**src/rtl/dmem_port_driver_if.sv**
```systemverilog
// dmem_port_driver_if: core-side load/store request and response handshake
interface dmem_port_driver_if;
  logic req_valid, req_ready, req_we, req_unsigned;
  logic [1:0] req_size;
  logic [31:0] req_addr, req_wdata;
  logic rsp_valid, rsp_ready, rsp_err;
  logic [31:0] rsp_rdata;
  modport master (
    output req_valid, req_we, req_size, req_unsigned, req_addr, req_wdata, rsp_ready,
    input req_ready, rsp_valid, rsp_rdata, rsp_err
  );
  modport slave (
    input req_valid, req_we, req_size, req_unsigned, req_addr, req_wdata, rsp_ready,
    output req_ready, rsp_valid, rsp_rdata, rsp_err
  );
endinterface

```
**src/rtl/dmem_port_driver.sv**
```systemverilog
// dmem_port_driver: turns one RV32 load/store into one byte-masked SRAM access
module dmem_port_driver #(
  parameter int ADDR_WIDTH = 8
) (
  input  logic                  clk,
  input  logic                  rst,
  dmem_port_driver_if.slave     bus,
  output logic                  mem_csb_o,
  output logic                  mem_web_o,
  output logic [3:0]            mem_wmask_o,
  output logic [ADDR_WIDTH-1:0] mem_addr_o,
  output logic [31:0]           mem_din_o,
  input  logic [31:0]           mem_dout_i
);
  typedef enum logic [1:0] {IDLE, ACCESS, READ, RESP} state_t;
  state_t state_q, state_d;
  logic csb_q, csb_d, web_q, web_d;
  logic [3:0] wmask_q, wmask_d;
  logic [ADDR_WIDTH-1:0] addr_q, addr_d;
  logic [31:0] din_q, din_d, rdata_q, rdata_d;
  logic [1:0] size_q, size_d, off_q, off_d;
  logic uns_q, uns_d, we_q, we_d, fault_q, fault_d;
  logic rsp_valid_q, rsp_valid_d, rsp_err_q, rsp_err_d;
  logic fault;
  logic [1:0] off;
  logic [3:0] st_mask;
  logic [31:0] st_din, sh, ld_data;
  assign off = bus.req_addr[1:0];
  assign fault = (bus.req_size == 2'd3) | (bus.req_size == 2'd1 & off[0]) |
                 (bus.req_size == 2'd2 & |off) | (|bus.req_addr[31:ADDR_WIDTH+2]);
  assign st_mask = !bus.req_we ? 4'b0000 :
                   bus.req_size == 2'd0 ? 4'b0001 << off :
                   bus.req_size == 2'd1 ? 4'b0011 << off : 4'b1111;
  assign st_din = bus.req_size == 2'd0 ? {4{bus.req_wdata[7:0]}} :
                  bus.req_size == 2'd1 ? {2{bus.req_wdata[15:0]}} : bus.req_wdata;
  // Returned word is shifted so the addressed lane lands at bit 0 before extension
  assign sh = mem_dout_i >> {off_q, 3'b000};
  assign ld_data = size_q == 2'd0 ? {{24{~uns_q & sh[7]}}, sh[7:0]} :
                   size_q == 2'd1 ? {{16{~uns_q & sh[15]}}, sh[15:0]} : sh;
  always_comb begin
    state_d = state_q;
    csb_d = csb_q;
    web_d = web_q;
    wmask_d = wmask_q;
    addr_d = addr_q;
    din_d = din_q;
    size_d = size_q;
    off_d = off_q;
    uns_d = uns_q;
    we_d = we_q;
    fault_d = fault_q;
    rsp_valid_d = rsp_valid_q;
    rsp_err_d = rsp_err_q;
    rdata_d = rdata_q;
    case (state_q)
      IDLE: if (bus.req_valid) begin
        // Faults still pass through ACCESS, unselected, so every store-like reply lands at E1
        state_d = ACCESS;
        fault_d = fault;
        we_d = bus.req_we;
        size_d = bus.req_size;
        off_d = off;
        uns_d = bus.req_unsigned;
        csb_d = fault;
        if (!fault) begin
          web_d = ~bus.req_we;
          wmask_d = st_mask;
          addr_d = bus.req_addr[ADDR_WIDTH+1:2];
          din_d = st_din;
        end
      end
      ACCESS: begin
        csb_d = 1'b1;
        web_d = 1'b1;
        state_d = (fault_q | we_q) ? RESP : READ;
        rsp_valid_d = fault_q | we_q;
        rsp_err_d = fault_q;
        rdata_d = '0;
      end
      READ: begin
        state_d = RESP;
        rsp_valid_d = 1'b1;
        rsp_err_d = 1'b0;
        rdata_d = ld_data;
      end
      default: if (bus.rsp_ready) begin
        state_d = IDLE;
        rsp_valid_d = 1'b0;
      end
    endcase
  end
  always_ff @(posedge clk or posedge rst)
    if (rst) begin
      state_q <= IDLE;
      csb_q <= 1'b1;
      web_q <= 1'b1;
      wmask_q <= '0;
      addr_q <= '0;
      din_q <= '0;
      size_q <= '0;
      off_q <= '0;
      uns_q <= 1'b0;
      we_q <= 1'b0;
      fault_q <= 1'b0;
      rsp_valid_q <= 1'b0;
      rsp_err_q <= 1'b0;
      rdata_q <= '0;
    end else begin
      state_q <= state_d;
      csb_q <= csb_d;
      web_q <= web_d;
      wmask_q <= wmask_d;
      addr_q <= addr_d;
      din_q <= din_d;
      size_q <= size_d;
      off_q <= off_d;
      uns_q <= uns_d;
      we_q <= we_d;
      fault_q <= fault_d;
      rsp_valid_q <= rsp_valid_d;
      rsp_err_q <= rsp_err_d;
      rdata_q <= rdata_d;
    end
  assign bus.req_ready = state_q == IDLE;
  assign bus.rsp_valid = rsp_valid_q;
  assign bus.rsp_err = rsp_err_q;
  assign bus.rsp_rdata = rdata_q;
  assign mem_csb_o = csb_q;
  assign mem_web_o = web_q;
  assign mem_wmask_o = wmask_q;
  assign mem_addr_o = addr_q;
  assign mem_din_o = din_q;
endmodule

```
**src/flat_wrapper.sv**
```systemverilog
// flat-port wrapper written by rule: the top's interface ports become plain ports
module dmem_port_driver_flat 
#(
  parameter int ADDR_WIDTH = 8
)
  (clk, rst, mem_csb_o, mem_web_o, mem_wmask_o, mem_addr_o, mem_din_o, mem_dout_i, bus_req_valid, bus_req_we, bus_req_size, bus_req_unsigned, bus_req_addr, bus_req_wdata, bus_rsp_ready, bus_req_ready, bus_rsp_valid, bus_rsp_rdata, bus_rsp_err);
  dmem_port_driver_if bus_i ();
  input  logic clk;
  input  logic rst;
  output logic mem_csb_o;
  output logic mem_web_o;
  output logic [3:0] mem_wmask_o;
  output logic [ADDR_WIDTH-1:0] mem_addr_o;
  output logic [31:0] mem_din_o;
  input  logic [31:0] mem_dout_i;
  input wire logic [$bits(bus_i.req_valid)-1:0] bus_req_valid;
  input wire logic [$bits(bus_i.req_we)-1:0] bus_req_we;
  input wire logic [$bits(bus_i.req_size)-1:0] bus_req_size;
  input wire logic [$bits(bus_i.req_unsigned)-1:0] bus_req_unsigned;
  input wire logic [$bits(bus_i.req_addr)-1:0] bus_req_addr;
  input wire logic [$bits(bus_i.req_wdata)-1:0] bus_req_wdata;
  input wire logic [$bits(bus_i.rsp_ready)-1:0] bus_rsp_ready;
  output wire logic [$bits(bus_i.req_ready)-1:0] bus_req_ready;
  output wire logic [$bits(bus_i.rsp_valid)-1:0] bus_rsp_valid;
  output wire logic [$bits(bus_i.rsp_rdata)-1:0] bus_rsp_rdata;
  output wire logic [$bits(bus_i.rsp_err)-1:0] bus_rsp_err;
  assign bus_i.req_valid = bus_req_valid;
  assign bus_i.req_we = bus_req_we;
  assign bus_i.req_size = bus_req_size;
  assign bus_i.req_unsigned = bus_req_unsigned;
  assign bus_i.req_addr = bus_req_addr;
  assign bus_i.req_wdata = bus_req_wdata;
  assign bus_i.rsp_ready = bus_rsp_ready;
  assign bus_req_ready = bus_i.req_ready;
  assign bus_rsp_valid = bus_i.rsp_valid;
  assign bus_rsp_rdata = bus_i.rsp_rdata;
  assign bus_rsp_err = bus_i.rsp_err;
  dmem_port_driver #(.ADDR_WIDTH(ADDR_WIDTH)) u_core (.clk(clk), .rst(rst), .bus(bus_i), .mem_csb_o(mem_csb_o), .mem_web_o(mem_web_o), .mem_wmask_o(mem_wmask_o), .mem_addr_o(mem_addr_o), .mem_din_o(mem_din_o), .mem_dout_i(mem_dout_i));
endmodule
```
**config.mk**
```make
export PLATFORM = sky130hd
export DESIGN_NAME = dmem_port_driver_flat
export DESIGN_NICKNAME = d
export VERILOG_FILES = /design/src/rtl/dmem_port_driver_if.sv /design/src/rtl/dmem_port_driver.sv /design/src/flat_wrapper.sv
export SDC_FILE = /design/constraint.sdc
export NUM_CORES = 1
export LEC_CHECK = 0
export ABC_AREA = 1
export CORE_ASPECT_RATIO = 1.2
export CORE_MARGIN = 4
export CORE_UTILIZATION = 44
export DETAILED_ROUTE_END_ITERATION = 7
export PLACE_DENSITY = 0.86
export SYNTH_ARGS = -nofsm -noshare
export SYNTH_HDL_FRONTEND = slang
export SYNTH_SLANG_ARGS = --single-unit
```
**constraint.sdc**
```tcl
create_clock -name clk -period 3 [get_ports clk]
set_input_delay 0.3 -clock clk [delete_from_list [all_inputs] [get_ports clk]]
set_output_delay 0.3 -clock clk [all_outputs]
set_load 0.01 [all_outputs]
```
==> parameters.txt <==
Parameter                              Value

Outcome
  Status    completed

Worst setup path
  Required time of the worst setup path    3.24 ns
  Critical path start-end classification    input port to flip-flop
  Arrival time at the worst endpoint    2.28 ns
  Critical Path Fanout Max    17
  Crit path from    bus_req_size[0]
  Count of cells along the worst register-to-register path    9
  Reg-to-reg critical path startpoint    u_core.state_q[0]$_DFFE_PP0P_
  Critical Path Start Type    input port
  Critical path endpoint category    flip-flop

Global route
  Global-route usage over all layers    about a quarter
  Pin count of the biggest net entering global routing    47
  Antenna violations before repair    0
  Wire length of the first global-routing pass    23710 um
  Global route total overflow    0
  Number of global-route vias before repair    4899

Cells and area
  Finished Core Util    65.64%
  Nets@finish    approximately 900
  P&R area growth vs syn    45.17%
  Total of fill cells in the finished design    894
  Ratio of cells with drive above 1 in the final layout    5.693%
  Antenna diode count    0
  Cell area after layout    6937 um2

Route
  Number of vias in the routed layout    4951
  Total Routed Length    approximately 15000 um
  Number of iterations in the first detailed-routing pass    7
  Violation count after the first detailed-routing iteration    260
  Via-to-Cell Ratio    5.284
  Number of antenna-violating nets in the routed design    0
  WL per Instance    between 15 and 20 um
  Post-detailed-route DRC marker count    0

Timing
  Final setup fails    0
  Number of hold violations in the final report    0
  Clock skew after layout    ~0.0066 ns
  Number of max-slew violations in the final report    0
  RSZ-0062 raised after global routing    false
  Slew Limit Headroom    48.18%
  Final min period    2.045 ns
  Setup TNS    0 ns
  Ratio of final minimum period to clock period    68.17%
  Highest Clock Rate    0.4890 GHz
  Transition time of the tightest slew-check pin    0.7765 ns

Synth
  Post-synth EDFFs    0
  Number of different library cells in the post-synthesis netlist    31
  Cell taking the most area after synthesis    sky130_fd_sc_hd__dfrtp_1
  Net Count, Synth    between 700 and 800
  Part of the Yosys area used for sequential elements    46.66%
  Most frequent cell after synthesis    sky130_fd_sc_hd__nand2_1
  Flop and latch count out of synthesis    approximately 90
  Post-synthesis cell count    635
  Synth top area share    45.56%
  Synth top cells by count    sky130_fd_sc_hd__nand2_1, sky130_fd_sc_hd__o21ai_0, sky130_fd_sc_hd__dfrtp_1
  Average cell area after synthesis    7.525 um2
  Most instantiated flip-flop cell in the synthesis netlist    sky130_fd_sc_hd__dfrtp_1
  Post-synth design cell area    4778 um2
  Number of synthesis warnings    0
  Share of flip-flops with an asynchronous set or reset    100.0%
  Synth top area cells    sky130_fd_sc_hd__dfrtp_1, sky130_fd_sc_hd__nand2_1, sky130_fd_sc_hd__o21ai_0

Clock tree
  Number of post-CTS setup repair buffers    0
  Count of clock tree sinks    89
  Buffer depth of the longest clock path    2
  Max H-tree Level    3
  Skew-Pair Late Insertion Delay    0.34 ns
  CTS tree    built
  Post-CTS clock slew at the launch and capture registers of the worst setup and hold paths    0.07 ns
  Number of CTS-inserted buffers    9
  Post-CTS Resized    0
  Clock tree root buffer cell    sky130_fd_sc_hd__clkbuf_16
  Number of buffers inserted for hold repair after clock tree synthesis    0

Placement
  Sum of net half-perimeters after detailed placement    around 11000 um
  Final GP Congestion    0.9394
  Placed cell areas    6640 um2
  Count of input and output buffers    between 150 and 200

Floorplan
  Std-Cell Rows    41
  Y dimension of the die    122.2 um
  Die Outline Area    12600 um2
  Core Region    10570 um2
  Die Wd    just over 100 um
  Starting Density    45.22%
  Number of top-level pins    ~190

Pwr
  Max VDD drop    0.4447 mV
  Static power due to leakage    3.315 nW
  P per Cell Area    approximately 700 nW/um2

Worst hold path
  Class of the most critical hold timing path    input port to async pin

Run
  Max-cap violations    0
[power by group]
part | internal (mW) | switching [mW] | total (mW)
clock network | 0.649 | 0.485 | 1.13
registers | 1.46 | 0.179 | 1.64
logic | 0.900 | 1.25 | 2.15
[flip-flops by register name, summed over array words and instances (netlist names), 2 cells and up]
signal                flops
u_core.bus.rsp_rdata     32
u_core.mem_din_o         32
u_core.mem_addr_o         8
u_core.mem_wmask_o        4
u_core.off_q              2
u_core.size_q             2
u_core.state_q            2
[metal layers]
layer | GRT usage [%] | part of all wire [%]
met1 | 27.29 | 37
met2 | 39.85 | 47
met3 | 7.732 | 11
met4 | 13.93 | 5.5
met5 | 0 | 0
[through the flow]
step | total power, mW | hold slack, ns | setup WS [ns] | std cells
6_report | 4.920 | 0.3996 | 0.9549 | 937
3_3_place_gp | 3.735 | 0.4586 | 0.7062 | 921
4_1_cts | 4.936 | 0.4290 | 0.9662 | 937
2_1_floorplan | 2.890 | 0.4210 | 0.3964 | 635
3_5_place_dp | 3.797 | 0.4595 | 0.6071 | 921
5_1_grt | 5.269 | 0.4763 | 0.7768 | 937
[area by class of cell]
cell class	instances	area, um2	share of cell area, %
Clock buffer	10	229.0	3.301
Sequential cell	89	2230	32.14
Inverter	64	241.5	3.481
Tap cell	129	161.4	2.327
Multi-Input combinational cell	444	2071	29.85
Timing Repair Buffer	195	1937	27.92
Clock inverter	6	67.56	0.9740
[worst max-delay path, stage by stage]
cell and delay, ns:
sky130_fd_sc_hd__clkdlybuf4s50_1 0.65, sky130_fd_sc_hd__inv_1 0.23, sky130_fd_sc_hd__nand2_1 0.08, sky130_fd_sc_hd__nand2_1 0.09, sky130_fd_sc_hd__nand3_1 0.10, sky130_fd_sc_hd__nor2_2 0.51, sky130_fd_sc_hd__nand3_1 0.15, sky130_fd_sc_hd__nand2_1 0.11
sky130_fd_sc_hd__inv_1 0.04
[layout by cell type (no fill, tap or decap)]
cell,count
sky130_fd_sc_hd__ha_1,8
sky130_fd_sc_hd__inv_6,1
sky130_fd_sc_hd__o21ai_1,2
sky130_fd_sc_hd__nor2_2,1
sky130_fd_sc_hd__a31oi_1,8
sky130_fd_sc_hd__clkinvlp_4,2
sky130_fd_sc_hd__dfrtp_1,87
sky130_fd_sc_hd__bufinv_16,1
sky130_fd_sc_hd__buf_12,1
sky130_fd_sc_hd__o21a_1,1
sky130_fd_sc_hd__clkbuf_16,9
sky130_fd_sc_hd__inv_2,1
sky130_fd_sc_hd__o221ai_1,3
sky130_fd_sc_hd__o211ai_1,1
sky130_fd_sc_hd__buf_4,10
sky130_fd_sc_hd__or2_1,1
sky130_fd_sc_hd__a22oi_1,1
sky130_fd_sc_hd__nand3_1,35
sky130_fd_sc_hd__dfstp_2,2
sky130_fd_sc_hd__clkinv_2,2
sky130_fd_sc_hd__inv_1,62
sky130_fd_sc_hd__nand3_2,1
sky130_fd_sc_hd__clkdlybuf4s50_1,184
sky130_fd_sc_hd__or2_2,1
sky130_fd_sc_hd__a21oi_1,25
sky130_fd_sc_hd__o21ai_2,10
sky130_fd_sc_hd__nand2_1,215
sky130_fd_sc_hd__a22o_1,2
sky130_fd_sc_hd__clkinv_4,1
sky130_fd_sc_hd__a211oi_1,1
sky130_fd_sc_hd__nor2_1,27
sky130_fd_sc_hd__clkbuf_1,1
sky130_fd_sc_hd__nand2_2,3
sky130_fd_sc_hd__o21bai_1,1
sky130_fd_sc_hd__o21ai_0,97
[path summary, 6_finish.rpt]
path,end,slack (ns)
setup / recovery,u_core.mem_din_o[15]$_DFFE_PP0P_,0.95
hold / removal,u_core.mem_din_o[6]$_DFFE_PP0P_,0.40
setup reg to reg,u_core.mem_din_o[9]$_DFFE_PP0P_,0.98
hold reg to reg,u_core.mem_addr_o[5]$_DFFE_PP0P_,0.48
max in group asynchronous,u_core.mem_csb_o$_DFFE_PP1P_,1.84
min in group clk,u_core.mem_addr_o[5]$_DFFE_PP0P_,0.48
[cells by family (layout without fill, tap and decap cells)]
| group | Yosys count | after routing | synth area share, % |
|---|---|---|---|
| AOI/OAI and AO/OA | 152 | 152 | 17.57 |
| adders and majority gates | 8 | 8 | 2.095 |
| buffers and inverters | 102 | 275 | 10.00 |
| DFF | 89 | 89 | 46.66 |
| and+or+nand+nor | 284 | 284 | 23.67 |
Power figures use the tool's default switching activity.
